$ cat src/rtl/serial_frame_tx.sv
`default_nettype none
// ============================================================================
// Module   : serial_frame_tx
// Brief    : Parallel-to-serial frame transmitter. Accepts a DATA_W-bit word
//            over valid/ready and sends start bit, data LSB-first, optional
//            even parity and stop bit on a registered line. Each bit is held
//            for CLKS_PER_BIT cycles.
// Revision : 1.0 - initial release
// ============================================================================
module serial_frame_tx #(
    parameter int DATA_W       = 8,
    parameter int CLKS_PER_BIT = 4,
    parameter int PARITY_EN    = 1
) (
    input  logic              clk,
    input  logic              rst,
    input  logic [DATA_W-1:0] data_in,
    input  logic              valid_in,
    output logic              ready_out,
    output logic              tx,
    output logic              busy,
    output logic              done
);

    localparam int CNT_W = (CLKS_PER_BIT > 1) ? $clog2(CLKS_PER_BIT) : 1;
    localparam int IDX_W = (DATA_W > 1) ? $clog2(DATA_W) : 1;

    localparam logic [CNT_W-1:0] c_LAST_CNT = CNT_W'(CLKS_PER_BIT - 1);
    localparam logic [IDX_W-1:0] c_LAST_IDX = IDX_W'(DATA_W - 1);

    localparam logic [2:0] c_ST_IDLE   = 3'd0;
    localparam logic [2:0] c_ST_START  = 3'd1;
    localparam logic [2:0] c_ST_DATA   = 3'd2;
    localparam logic [2:0] c_ST_PARITY = 3'd3;
    localparam logic [2:0] c_ST_STOP   = 3'd4;

    logic [2:0]        r_state;
    logic [CNT_W-1:0]  r_cnt;
    logic [IDX_W-1:0]  r_idx;
    logic [DATA_W-1:0] r_shreg;
    logic              r_par;
    logic              r_tx;
    logic              r_busy;
    logic              r_done;

    logic [DATA_W-1:0] w_shifted;
    logic              w_bit_end;

    // Next shift-register contents and end-of-bit-period strobe
    always_comb begin
        w_shifted = r_shreg >> 1;
        w_bit_end = (r_cnt == c_LAST_CNT);
    end

    // Frame sequencer; tx is registered alongside the state so the line value
    // changes on the same edge as the state it belongs to.
    always_ff @(posedge clk) begin
        if (rst) begin
            r_state <= c_ST_IDLE;
            r_cnt   <= '0;
            r_idx   <= '0;
            r_shreg <= '0;
            r_par   <= 1'b0;
            r_tx    <= 1'b1;
            r_busy  <= 1'b0;
            r_done  <= 1'b0;
        end else begin
            r_done <= 1'b0;
            case (r_state)
                c_ST_IDLE: begin
                    if (valid_in) begin
                        r_shreg <= data_in;
                        r_par   <= ^data_in;
                        r_cnt   <= '0;
                        r_idx   <= '0;
                        r_state <= c_ST_START;
                        r_tx    <= 1'b0;
                        r_busy  <= 1'b1;
                    end
                end
                c_ST_START: begin
                    if (w_bit_end) begin
                        r_cnt   <= '0;
                        r_state <= c_ST_DATA;
                        r_tx    <= r_shreg[0];
                    end else begin
                        r_cnt <= r_cnt + CNT_W'(1);
                    end
                end
                c_ST_DATA: begin
                    if (w_bit_end) begin
                        r_cnt <= '0;
                        if (r_idx == c_LAST_IDX) begin
                            if (PARITY_EN != 0) begin
                                r_state <= c_ST_PARITY;
                                r_tx    <= r_par;
                            end else begin
                                r_state <= c_ST_STOP;
                                r_tx    <= 1'b1;
                            end
                        end else begin
                            r_idx   <= r_idx + IDX_W'(1);
                            r_shreg <= w_shifted;
                            r_tx    <= w_shifted[0];
                        end
                    end else begin
                        r_cnt <= r_cnt + CNT_W'(1);
                    end
                end
                c_ST_PARITY: begin
                    if (w_bit_end) begin
                        r_cnt   <= '0;
                        r_state <= c_ST_STOP;
                        r_tx    <= 1'b1;
                    end else begin
                        r_cnt <= r_cnt + CNT_W'(1);
                    end
                end
                c_ST_STOP: begin
                    if (w_bit_end) begin
                        r_cnt   <= '0;
                        r_state <= c_ST_IDLE;
                        r_tx    <= 1'b1;
                        r_busy  <= 1'b0;
                        r_done  <= 1'b1;
                    end else begin
                        r_cnt <= r_cnt + CNT_W'(1);
                    end
                end
                default: begin
                    r_state <= c_ST_IDLE;
                    r_tx    <= 1'b1;
                    r_busy  <= 1'b0;
                end
            endcase
        end
    end

    assign ready_out = (r_state == c_ST_IDLE);
    assign tx        = r_tx;
    assign busy      = r_busy;
    assign done      = r_done;

endmodule
`default_nettype wire

$ cat config.mk
export PLATFORM = sky130hd
export DESIGN_NAME = serial_frame_tx
export DESIGN_NICKNAME = d
export VERILOG_FILES = /design/src/rtl/serial_frame_tx.sv
export SDC_FILE = /design/constraint.sdc
export NUM_CORES = 1
export LEC_CHECK = 0
export BUFFER_PORTS_ARGS = -buffer_cell sky130_fd_sc_hd__buf_2
export CORE_UTILIZATION = 45
export DETAILED_ROUTE_END_ITERATION = 6
export GPL_TIMING_DRIVEN = 1
export MAX_ROUTING_LAYER = met4
export PLACE_DENSITY = 0.61
export SLEW_MARGIN = 20
export SYNTH_ARGS = -nofsm -noshare
export SYNTH_HDL_FRONTEND = slang
export SYNTH_SLANG_ARGS = --single-unit
export TNS_END_PERCENT = 30
$ cat constraint.sdc
create_clock -name clk -period 2.3 [get_ports clk]
set_input_delay 0.345 -clock clk [delete_from_list [all_inputs] [get_ports clk]]
set_output_delay 0.345 -clock clk [all_outputs]
set_load 0.1 [all_outputs]
Yosys cells after proc, flatten, opt, wreduce, memory -nomap -nowiden
Cells that the tools add are included.

operators by class
  add/sub/neg operators = 2
  equal/unequal tests = 14
  muxes and demuxes = 28
  bitwise operators = 2
  reduce and logical (&&, ||, !) cells = 14

operator list
  cell                 count
  $mux 3               9
  $mux 8               3
  $pmux 8 s2           1
  $pmux 3 s5           1
  $ne 2x2->1 const B   7
  $mux 1               8
  $reduce_and 4->1     2
  $reduce_xor 8->1     1
  $eq 3x2->1 const B   2
  $eq 3x3->1 const B   2
  $pmux 3 s2           1
  $reduce_and 6->1     1
  $mux 2               2
  $pmux 1 s4           1
  $pmux 2 s2           1
  $reduce_and 2->1     2
  $reduce_bool 2->1    2
  $reduce_or 2->1      2
  $reduce_or 4->1      1
  $add 3x1->3 const B  1
  $eq 3x1->1 const B   1
  $logic_not 3->1      1
  $pmux 1 s3           1
  $reduce_and 3->1     1
  other kinds (5)      6

word-level totals
  register bits after elaboration = 20
  input bits = 11
  output and inout bits = 4
  word-level logic and storage cells = 68

Depth between registers and ports, before layout
  depth after elaboration = 4
  mapped depth = 7
  mapped depth without buffers = 6

Least setup slack after synthesis
No wires, ideal clock.

  path type = register to register
  start point = register r_state[1]
  end point = register r_cnt[1]
  setup time = 0.129 ns
  arrival = 2.196 ns
  required time = 2.171 ns
  path slack = -0.024 ns
  stages on the path, launching flop included = 5
  path buffers = 0
  clock period less this slack = 2.324 ns
  cell sequence = dfxtp_1 or2_2 nor2_1 o31a_1 nor2_1

on the way
  elaborated cells between the ends (all ways) = 10
  classes of those cells = eq/ne (5); mux (1); reduce/logical (4)

RTL lines
  item                                                              RTL line  text
  start: declaration                                                37        logic [2:0] r_state;
  start signal: assignment                                          59        r_state <= c_ST_IDLE;
  start signal: assignment                                          76        r_state <= c_ST_START;
  start signal: assignment                                          84        r_state <= c_ST_DATA;
  $logic_not 3->1 (*)                                               n/a
  net ready_out                                                     19        output logic ready_out,
  $ne 2x2->1 (no source line) or $reduce_bool 2->1 (tied branches)  n/a
  $reduce_and 2->1 (no source line)                                 n/a
  end signal: assignment                                            87        r_cnt <= r_cnt + CNT_W'(1);
  end signal: assignment                                            107       r_cnt <= r_cnt + CNT_W'(1);
  end signal: assignment                                            116       r_cnt <= r_cnt + CNT_W'(1);
  end: declaration                                                  38        logic [CNT_W-1:0] r_cnt;

Mark *: on every way through the listed nets, which the timed path passes. The rest lies on a longest branch.
A chain may end at the register's enable or synchronous reset.

Worst setup path after layout
  start point = register r_state[1]
  end point = output ready_out

on the way
  longest elaborated chain between the ends = 1

RTL lines
  item              RTL line  text
  $logic_not 3->1   139       assign ready_out = (r_state == c_ST_IDLE);
  end: declaration  19

No other way between the ends.

==> metrics.txt <==
status=finished clean; Critical Path AT=1700 ps; design area=about 0.0012 sq mm; Clock Latency Late Sink=~300 ps; synthesis-to-layout area growth=11.0%; dominant cells by area after synthesis=dfxtp_1, mux2i_1, nor2_1; pins over their slew limit=0; Distinct cells, synth=32; Die X=51.4 um; TNS Setup=0 ps; MaxCap Viol Count=0; per-cell routed wire length=12.4 um; Yosys top cell by area=dfxtp_1; wire length of the first global-routing pass=around 3.5 mm; post-route ant nets=0; Tot GR Track Use=a little under a fifth; Leak Pwr=0.478 nW; diode count=0; drt first pass iters=4; Yosys reg bits=20; drt drc=0; grt total ovfl=0; CP Class=reg -> out; Tcrit/Tclk final=approximately nine tenths; Rel. slew slack=63.9%; number of setup violations in the final report=0; Starting Density=48.8%; Hold Buf Count CTS=0; Worst path max stage delay=approximately 470 ps; Post-Layout Cell Count=between 150 and 200; Chip Height=slightly above 50 um; DRT iter0 DRCs=26; clock buffer depth=2; Setup WS pre-CTS=between 400 and 500 ps; hpwl dp=1.43 mm; sequential fraction of the synthesis area=36.4%; synth warn=0; clk slew on worst S/H paths=110 ps; largest net degree at the start of global routing=22; placed cell areas=about 0.0012 sq mm; power per cell area=605 mW/mm^2; CP Launch Type=flip-flop; total power=~0.00074 W; count of final hold-check violations=0; Num CTS Buffers=3; Post-Synthesis Net Count=roughly 140; Post-Syn Area=0.00110 sq mm; layout cell share with drive strength beyond 1=22.2%; vias per cell=5.38; Core Area=0.00225 sq mm; syn avg cell area=9.09 sq um; critical path cell sequence=or2_2 -> nor2_2 -> buf_2; worst-margin pin slew=about 540 ps; CP required=about 2000 ps; Max Freq=around 490 MHz; routability cong.=between 0.7 and 0.8; placed insts=159; placement row count=17; nets=151; Mapped Cells=121; postcts setup bufs=0; Setup WS post-layout=between 200 and 300 ps; # IOs=15; top cell type's share of synthesized area=approximately 36%; CTS tree=built; most frequent cells in the layout=dfxtp_1, nor2_1, buf_2, mux2i_1, a211oi_1; Resize count post-CTS=0; Crit-path slowest cell=dfxtp_1; DRT Wirelength=about 2.0 mm; reg2reg setup slack=400 ps; Root Buffer Master=clkbuf_4; Hold Crit Class=in -> reg; Critical Path End Type=output pin; CP Max Fanout=14; most common cell after layout, fill and taps aside=dfxtp_1; initial antenna violation count=0; clock skew=4.86 ps; H-tree levels=1; vias in the first global route=815; die footprint=0.00265 sq mm; maximum vdd drop=between 0.3 and 0.4 mV; RSZ-0062 raised after global routing=no; fin crit period=just over 2000 ps; PortBufs=14; Clock Sink Count=20; via count=877
sequential cells by signal, indices dropped and copies added, names as in the netlist:
name	flops
r_shreg	8
r_idx	3
r_state	3
r_cnt	2
busy	1
done	1
r_par	1
tx	1
report_power, final:
| group | internal [W] | leakage (nW) | total, W | switching [W] |
|---|---|---|---|---|
| sequential | 0.000367 | 0.164 | 0.000383 | 0.0000161 |
| combinational | 0.0000558 | 0.293 | 0.000153 | 0.0000975 |
| clock | 0.0000965 | 0.0210 | 0.000203 | 0.000106 |
| total | 0.000519 | 0.478 | 0.000739 | 0.000220 |
cell families (layout without fill, tap and decap cells):
| kind of cell | after synthesis | after routing | share of synthesized area (%) |
|---|---|---|---|
| muxes | 12 | 12 | 11.0 |
| and+or+nand+nor | 44 | 44 | 19.3 |
| AOI/OAI and AO/OA | 25 | 25 | 17.9 |
| adders and majority gates | 4 | 4 | 4.55 |
| DFF | 20 | 20 | 36.4 |
| xor gates and xnor gates | 8 | 8 | 6.37 |
| buffers and inverters | 8 | 22 | 4.44 |
per-layer routing:
| layer | track usage, % | up-vias | share of wire [%] | wire, um |
|---|---|---|---|---|
| li1 | - | 456 | - | - |
| met1 | 25.5 | 401 | 53 | 1080 |
| met2 | 25.8 | 16 | 42 | 849 |
| met3 | 2.68 | 4 | 3.5 | 71 |
| met4 | 8.11 | 0 | 1.4 | 28 |
| met5 | - | - | 0 | 0 |
final timing paths:
kind,end,startpoint,cells after the start
worst max-delay path,ready_out,r_state[1],3
worst min-delay path,r_shreg[7],data_in[7],3
worst min register to register,r_shreg[7],r_shreg[7],2
worst max register to register,r_idx[1],r_idx[0],6
critical path, delay by kind of cell (launching register included):
kind / cells / cell delay [ps]
buffers and inverters: 1 / 430
flip-flops: 1 / 470
AND/OR/NAND/NOR: 2 / 500
synth_stat cells:
cell type / count
nor4_1: 1
buf_2: 3
a21boi_4: 1
nor2_1: 18
a2bb2oi_1: 1
o21ai_0: 3
nand3_1: 2
nand2b_1: 2
buf_8: 1
a211oi_1: 8
a32oi_1: 1
xor2_1: 1
a21oi_1: 5
buf_4: 1
dfxtp_1: 20
clkbuf_1: 2
or2_2: 1
o31a_1: 1
nand2_1: 7
ha_1: 4
xnor2_1: 7
nand3b_2: 1
inv_1: 1
a31oi_1: 1
and2_0: 2
nor2b_1: 2
o21a_1: 1
nor3_1: 7
mux2i_1: 11
a211oi_2: 3
nor3b_2: 1
mux2_2: 1
final cells by class:
class                      instances  area, sq um
tap                               28         35.0
sequential                        20          400
timing repair buffer              17         92.6
multi-input combinational         93          653
fill                             210         1030
inverter                           1         3.75
clock buffer                       4         36.3
metrics by stage:
step	utilization (%)	hold WS, ps
4_1_cts	54.2	300
2_1_floorplan	-	446
3_3_place_gp	52.6	463
3_5_place_dp	52.6	468
5_1_grt	54.2	307
6_report	54.2	311
(Power assumes the default switching activity.)
